`src/rtl/uart_rx.sv`:
```
// UART receiver: oversampled start detection, 2-of-3 majority bit recovery,
// optional parity and stop-bit checking with registered one-cycle strobes.
module uart_rx #(
    parameter int Width = 8
) (
    input  logic             CLK,
    input  logic             rst,
    input  logic             RX_IN,
    input  logic [5:0]       Prescale,
    input  logic             PAR_EN,
    input  logic             PAR_TYP,
    output logic [Width-1:0] P_data,
    output logic             Data_valid,
    output logic             Par_err,
    output logic             Stp_err
);

    localparam int BW = (Width > 1) ? $clog2(Width) : 1;
    localparam logic [BW-1:0] LAST_BIT = BW'(Width - 1);

    typedef enum logic [2:0] {IDLE, START, DATA, PARITY, STOP} state_t;

    state_t           state, state_next;
    logic [5:0]       edge_cnt;
    logic [BW-1:0]    bit_cnt;
    logic [5:0]       presc_q;
    logic             par_en_q;
    logic             par_typ_q;
    logic [2:0]       samp;
    logic [Width-1:0] shift_q;
    logic             par_flag;

    logic             start_det;
    logic             bit_done;
    logic             maj;
    logic [5:0]       half;
    logic             dv_d;
    logic             pe_d;
    logic             se_d;

    assign start_det = (state == IDLE) && !RX_IN;
    assign bit_done  = (state != IDLE) && (edge_cnt == presc_q - 6'd1);
    assign half      = {1'b0, presc_q[5:1]};
    assign maj       = (samp[0] & samp[1]) | (samp[0] & samp[2]) | (samp[1] & samp[2]);

    always_ff @(posedge CLK or negedge rst) begin
        if (!rst) begin
            state <= IDLE;
        end else begin
            state <= state_next;
        end
    end

    always_comb begin
        state_next = state;
        case (state)
            IDLE:    if (start_det) state_next = START;
            START:   if (bit_done) state_next = maj ? IDLE : DATA;
            DATA:    if (bit_done && bit_cnt == LAST_BIT) state_next = par_en_q ? PARITY : STOP;
            PARITY:  if (bit_done) state_next = STOP;
            STOP:    if (bit_done) state_next = IDLE;
            default: state_next = IDLE;
        endcase
    end

    always_comb begin
        dv_d = 1'b0;
        pe_d = 1'b0;
        se_d = 1'b0;
        if (state == STOP && bit_done) begin
            se_d = !maj;
            pe_d = par_flag;
            dv_d = maj && !par_flag;
        end
    end

    // The start-detect cycle is edge 0 of the start bit, so counting resumes at 1.
    always_ff @(posedge CLK or negedge rst) begin
        if (!rst) begin
            edge_cnt   <= '0;
            bit_cnt    <= '0;
            presc_q    <= '0;
            par_en_q   <= 1'b0;
            par_typ_q  <= 1'b0;
            samp       <= '0;
            shift_q    <= '0;
            par_flag   <= 1'b0;
            P_data     <= '0;
            Data_valid <= 1'b0;
            Par_err    <= 1'b0;
            Stp_err    <= 1'b0;
        end else begin
            Data_valid <= dv_d;
            Par_err    <= pe_d;
            Stp_err    <= se_d;
            if (dv_d) P_data <= shift_q;

            if (state == IDLE) begin
                edge_cnt <= start_det ? 6'd1 : 6'd0;
                if (start_det) begin
                    presc_q   <= Prescale;
                    par_en_q  <= PAR_EN;
                    par_typ_q <= PAR_TYP;
                    bit_cnt   <= '0;
                    par_flag  <= 1'b0;
                end
            end else begin
                edge_cnt <= bit_done ? 6'd0 : edge_cnt + 6'd1;
                if (edge_cnt == half - 6'd1) samp[0] <= RX_IN;
                if (edge_cnt == half)        samp[1] <= RX_IN;
                if (edge_cnt == half + 6'd1) samp[2] <= RX_IN;
            end

            if (state == DATA && bit_done) begin
                shift_q <= {maj, shift_q[Width-1:1]};
                bit_cnt <= bit_cnt + 1'b1;
            end
            if (state == PARITY && bit_done) begin
                par_flag <= (maj != ((^shift_q) ^ par_typ_q));
            end
        end
    end

endmodule

```
`config.mk`:
```
export PLATFORM = sky130hd
export DESIGN_NAME = uart_rx
export DESIGN_NICKNAME = d
export VERILOG_FILES = /design/src/rtl/uart_rx.sv
export SDC_FILE = /design/constraint.sdc
export NUM_CORES = 1
export LEC_CHECK = 0
export ABC_AREA = 1
export BUFFER_PORTS_ARGS = -buffer_cell sky130_fd_sc_hd__buf_2
export CAP_MARGIN = 25
export CORE_ASPECT_RATIO = 1.75
export CORE_MARGIN = 8
export CORE_UTILIZATION = 55
export CTS_BUF_LIST = sky130_fd_sc_hd__clkbuf_2
export DETAILED_ROUTE_END_ITERATION = 6
export GPL_TIMING_DRIVEN = 0
export PLACE_DENSITY = 0.77
export SLEW_MARGIN = 20
export SYNTH_ARGS = -nofsm -noshare
export SYNTH_HDL_FRONTEND = slang
export SYNTH_SLANG_ARGS = --single-unit
```
`constraint.sdc`:
```
create_clock -name CLK -period 2.1 [get_ports CLK]
set_clock_uncertainty 0.2 [all_clocks]
set_input_delay 0.315 -clock CLK [delete_from_list [all_inputs] [get_ports CLK]]
set_output_delay 0.315 -clock CLK [all_outputs]
set_load 0.02 [all_outputs]
```
; ---- Word-level counts from Yosys, hierarchy flattened
; Index checks and enable logic that the tools add are counted.
[totals]
out_inout_bits = 11
reg_bits = 43
elab_cells = 86
inputBits = 11
[classes]
reduce_logical = 24
n_addsub = 5
n_eq_ne = 15
n_bitwise = 7
n_mux = 20
[ops]
columns = operator, n
row1 = $mux W3, 9
row2 = $eq A6 B6 Y1, 3
row3 = $pmux W3 S5, 1
row4 = $mux W6, 2
row5 = $reduce_and A2 Y1, 6
row6 = $ne A2 B2 Y1 const B, 5
row7 = $reduce_bool A2 Y1, 4
row8 = $reduce_xor A8 Y1, 1
row9 = $logic_and A1 B1 Y1, 7
row10 = $mux W1, 7
row11 = $add A5 B1 Y6 const B, 1
row12 = $add A6 B1 Y6 const B, 1
row13 = $eq A3 B2 Y1 const B, 2
row14 = $eq A3 B3 Y1 const B, 2
row15 = $eq A6 B5 Y1, 1
row16 = $sub A5 B1 Y6 const B, 1
row17 = $sub A6 B1 Y6 const B, 1
row18 = $reduce_and A5 Y1, 1
row19 = $add A3 B1 Y3 const B, 1
row20 = $and A1 B1 Y1, 3
row21 = $eq A3 B1 Y1 const B, 1
row22 = $logic_not A1 Y1, 3
row23 = $logic_not A3 Y1, 1
row24 = $reduce_bool A3 Y1, 1
row25 = 5 further kinds, 6

; ---- Longest topological paths before layout
[logic_depth]
word_depth = 6
mapped_depth = 15
mapped_depth_nobuf = 15

; ---- Worst setup path before layout
; OpenSTA, ideal clock, no wires.
[synth_path]
kind = reg2reg
startpoint = register presc_q[1]
endpoint = register P_data[0]
path_slack_ps = 43
t_arrival_ps = 1740
stages_incl_launch_ff = 14
setup_time_ps = 117
cell_sequence = dfrtp_1 -> inv_1 -> ha_1 -> inv_1 -> nand2_1 -> nand2_1 -> nand3_2 -> nor2_4 -> nand3_4 -> buf_6 -> nor2_8 -> nand2_4 -> nand2_1 -> nand2_1
[synth_between]
elab_chain_cells = 5
[synth_rtl]
columns = item, line_no
row1 = "start, declared", 26  ; logic [5:0] presc_q;
row2 = "start signal, assigned", 101  ; presc_q <= Prescale;
row3 = $sub A6 B1 Y6, 42  ; assign bit_done = (state != IDLE) && (edge_cnt == presc_q - 6'd1);
row4 = $eq A6 B6 Y1, 42
row5 = $logic_and A1 B1 Y1, 42
row6 = $logic_and A1 B1 Y1, 70  ; if (state == STOP && bit_done) begin
row7 = $mux W1, 70
row8 = "end signal, assigned", 96  ; if (dv_d) P_data <= shift_q;
row9 = "end, declared", 12  ; output logic [Width-1:0] P_data,
; No other way between the ends.
; A chain may end at the register's enable or synchronous reset.

; ---- Worst setup path in the final report
[layout_path]
startpoint = register presc_q[2]
endpoint = register P_data[7]
; The elaborated chain is that of the path after synthesis.

==> impl_metrics.py <==
metrics = {
    "run_status": {
        "status": "finished with violations",
        "violations": "setup timing",
    },
    "yosys": {
        "syn_area_mm2": 0.00256,
        "ys_types": 31,
        "async_flop_share_pct": 100,
        "yosysTopAreaCellShare_pct": 42.1,
        "netlist_top_cells_count": "109 x nand2_1, 43 x dfrtp_1, 40 x inv_1",
        "synth_flop_cell": "dfrtp_1",
        "synth.avg_cell_area_um2": 7.50,
        "syn_nets": 359,
        "ys_seq_area_share_pct": 42.1,
        "yosys_warnings": 0,
        "yosys.area.top_type": "dfrtp_1",
        "ys_ff_latch": 43,
        "synth.most_common_cell": "nand2_1",
        "postSynthCellCount": 341,
        "synth.area.top_cells": "dfrtp_1 42%, nand2_1 16%, nand3_1 6.3%, inv_1 5.9%, nor2_1 4.1%",
        "synth-edff-count": 0,
    },
    "floorplan": {
        "start_util_pct": 55.8,
        "dieArea_mm2": 0.00718,
        "rows": 33,
        "core_mm2": 0.00458,
        "pin_count": 22,
        "die_w_um": 67.6,
        "die_h_um": 106,
    },
    "cells_and_area": {
        "final_nets": 412,
        "fillers": 386,
        "area_growth_pct": 22.0,
        "insertedDiodeCount": 0,
        "drive_above_1_share_pct": 23.5,
    },
    "sta": {
        "setup_slack_ps": -6.49,
        "tightest_slew_ps": 608,
        "fmax_mhz": 475,
        "max_slew_margin_pct": 59.4,
        "hold_viol_final": 0,
        "fin_crit_sh_pct": 100,
        "hold_slack_ps": 58.2,
        "min_period_ps": 2110,
        "setup_viol": 2,
        "drv_slew": 0,
        "rsz0062_at_grt": "yes",
    },
    "global_route": {
        "grt_max_degree": 44,
        "overflow": 0,
        "antenna_found_initial": 0,
        "track_usage_pct": 18.4,
        "grt_pass1_wl_um": 10400,
        "grt_pass1_vias": 2383,
    },
    "clock_tree": {
        "root_buffer": "clkbuf_2",
        "path_clk_slew_ps": 210,
        "cts_sinks": 43,
        "cts_tree": "built",
        "htreeDepth": 2,
        "clkLatencyLatePin_ps": 410,
        "clockBufferDepth": 2,
        "cts-buffers-inserted": 5,
    },
    "power": {
        "power_density_mw_per_mm2": 1060,
        "p_leak_uw": 0.00170,
        "ir_drop_v": 0.000805,
    },
    "placement": {
        "place.gp.congestion": 0.884,
        "dpl_worst_slack_ps": -283,
        "dp_hpwl_um": 4400,
        "port_buffers": 21,
    },
    "job": {
        "max-cap-violations": 0,
    },
    "critical_path": {
        "arrival_ps": 2240,
        "path_max_fanout": 8,
        "crit_path_start_kind": "flop",
        "criticalPathCategory": "flop to flop",
        "worst_ep_required_time_ps": 2230,
        "end_kind": "flop",
    },
    "detailed_routing": {
        "vias_per_cell": 5.17,
        "drt_iter0_markers": 116,
        "drc_errors": 0,
        "drt_pass1_iterations": 4,
        "wl_um": 6200,
        "wl_per_cell_um": 13.9,
        "num_vias": 2313,
        "drtAntennaViolNets": 0,
    },
    "hold_path": {
        "hp-class": "input pin to flop",
    },
}
routing by layer:
metal	wire, um	up-vias	track usage (%)
met2	3530	44	33.6
met5	0	-	0
met3	155	22	3.05
met1	2240	1080	17.9
met4	274	0	11.6
li1	-	1167	-
final timing paths:
path | cells after the start | slack, ps | startpoint | to
min in group asynchronous | 2 | 90 | rst | par_en_q
worst min register to register | 2 | 310 | P_data[2] | P_data[2]
max in group asynchronous | 3 | 1150 | rst | presc_q[1]
worst max register to register | 12 | -6 | presc_q[2] | P_data[7]
worst min-delay path | 3 | 60 | RX_IN | samp[0]
worst max-delay path | 12 | -6 | presc_q[2] | P_data[7]
cells in the final DEF (no fill, tap or decap), types with 2 or more instances in the layout:
master         instances
o21ai_1                7
nand2_2                7
dfrtp_2                2
buf_6                  4
buf_4                 12
nand3_2                5
xnor2_1                9
inv_1                 36
dfrtp_1               41
dlygate4sd3_1          9
ha_1                   4
nor2_1                28
clkbuf_2               6
inv_2                  9
nand4_1                7
nand2_1              103
buf_12                 2
buf_2                 23
o21ai_0                6
xor2_1                 8
nor2_4                 3
nor2_2                 2
nand3_1               28
a21oi_1                9
nor3_1                 2
inv_4                  2
nand2_4                4
ha_4                   2
through the flow:
| step | util, % | TNS [ps] | area, um^2 | total power (uW) | instances |
|---|---|---|---|---|---|
| final | 68.1 | -7.41 | 3120 | 3310 | 447 |
| after global routing | 68.1 | -1280 | 3120 | 3630 | 447 |
| after CTS | 65.8 | -385 | 3020 | 3250 | 442 |
| after detailed placement | 59.5 | -4990 | 2730 | 2720 | 414 |
| after global placement | 59.5 | -4650 | 2730 | 2660 | 414 |
| after floorplan | - | 0 | 2560 | 2360 | 341 |
final cells by class:
type	instances	area [um^2]	area share (%)
Timing Repair Buffer	45	340	10.9
Sequential cell	43	1080	34.5
Inverter	49	194	6.21
Clock buffer	6	30.0	0.962
Buffer	7	58.8	1.88
Multi-Input combinational cell	243	1340	43.0
Tap cell	52	65.1	2.08
Clock inverter	2	12.5	0.401
state kept, by name (all words and copies together), names as in the netlist:
name / flops
Data_valid: 1
par_en_q: 1
par_typ_q: 1
Par_err: 1
presc_q: 6
P_data: 8
samp: 3
edge_cnt: 6
par_flag: 1
bit_cnt: 3
Stp_err: 1
shift_q: 8
state: 3
repair_timing:
action,in CTS,in global routing
hold buffers,9,0
gates cloned,1,1
hold endpoints to repair,51,0
resized for setup,18,19
pin swaps,12,9
endpoints found under the setup margin,30,29
setup buffers,10,3
critical path, stage by stage, from the launching register on:
cell	delay, ps
dfrtp_2	470
buf_4	170
nor2_2	180
nand2_1	70
nand2_1	80
nand2_2	60
nor2_4	130
nand3_4	80
buf_8	130
nor2_8	190
nand2_4	100
nand2_1	110
nand2_1	60
logic make-up (layout without fill, tap and decap cells):
family / after synthesis / count (layout) / share of synthesized area (%)
mux: 1 / 1 / 0.440
compound gates: 25 / 25 / 5.04
xor+xnor: 17 / 17 / 5.82
simple gates: 191 / 192 / 33.7
fa+ha+maj: 8 / 8 / 3.81
flops: 43 / 43 / 42.1
buf+inv: 56 / 109 / 9.09
report_power, final:
part           internal (uW)  switching, uW  leakage [uW]
Sequential               986            149      0.000558
Clock                   84.8            273     0.0000290
Combinational            688           1130       0.00111
Total                   1760           1560       0.00170
Note: power is estimated with default switching activity, not from simulation.
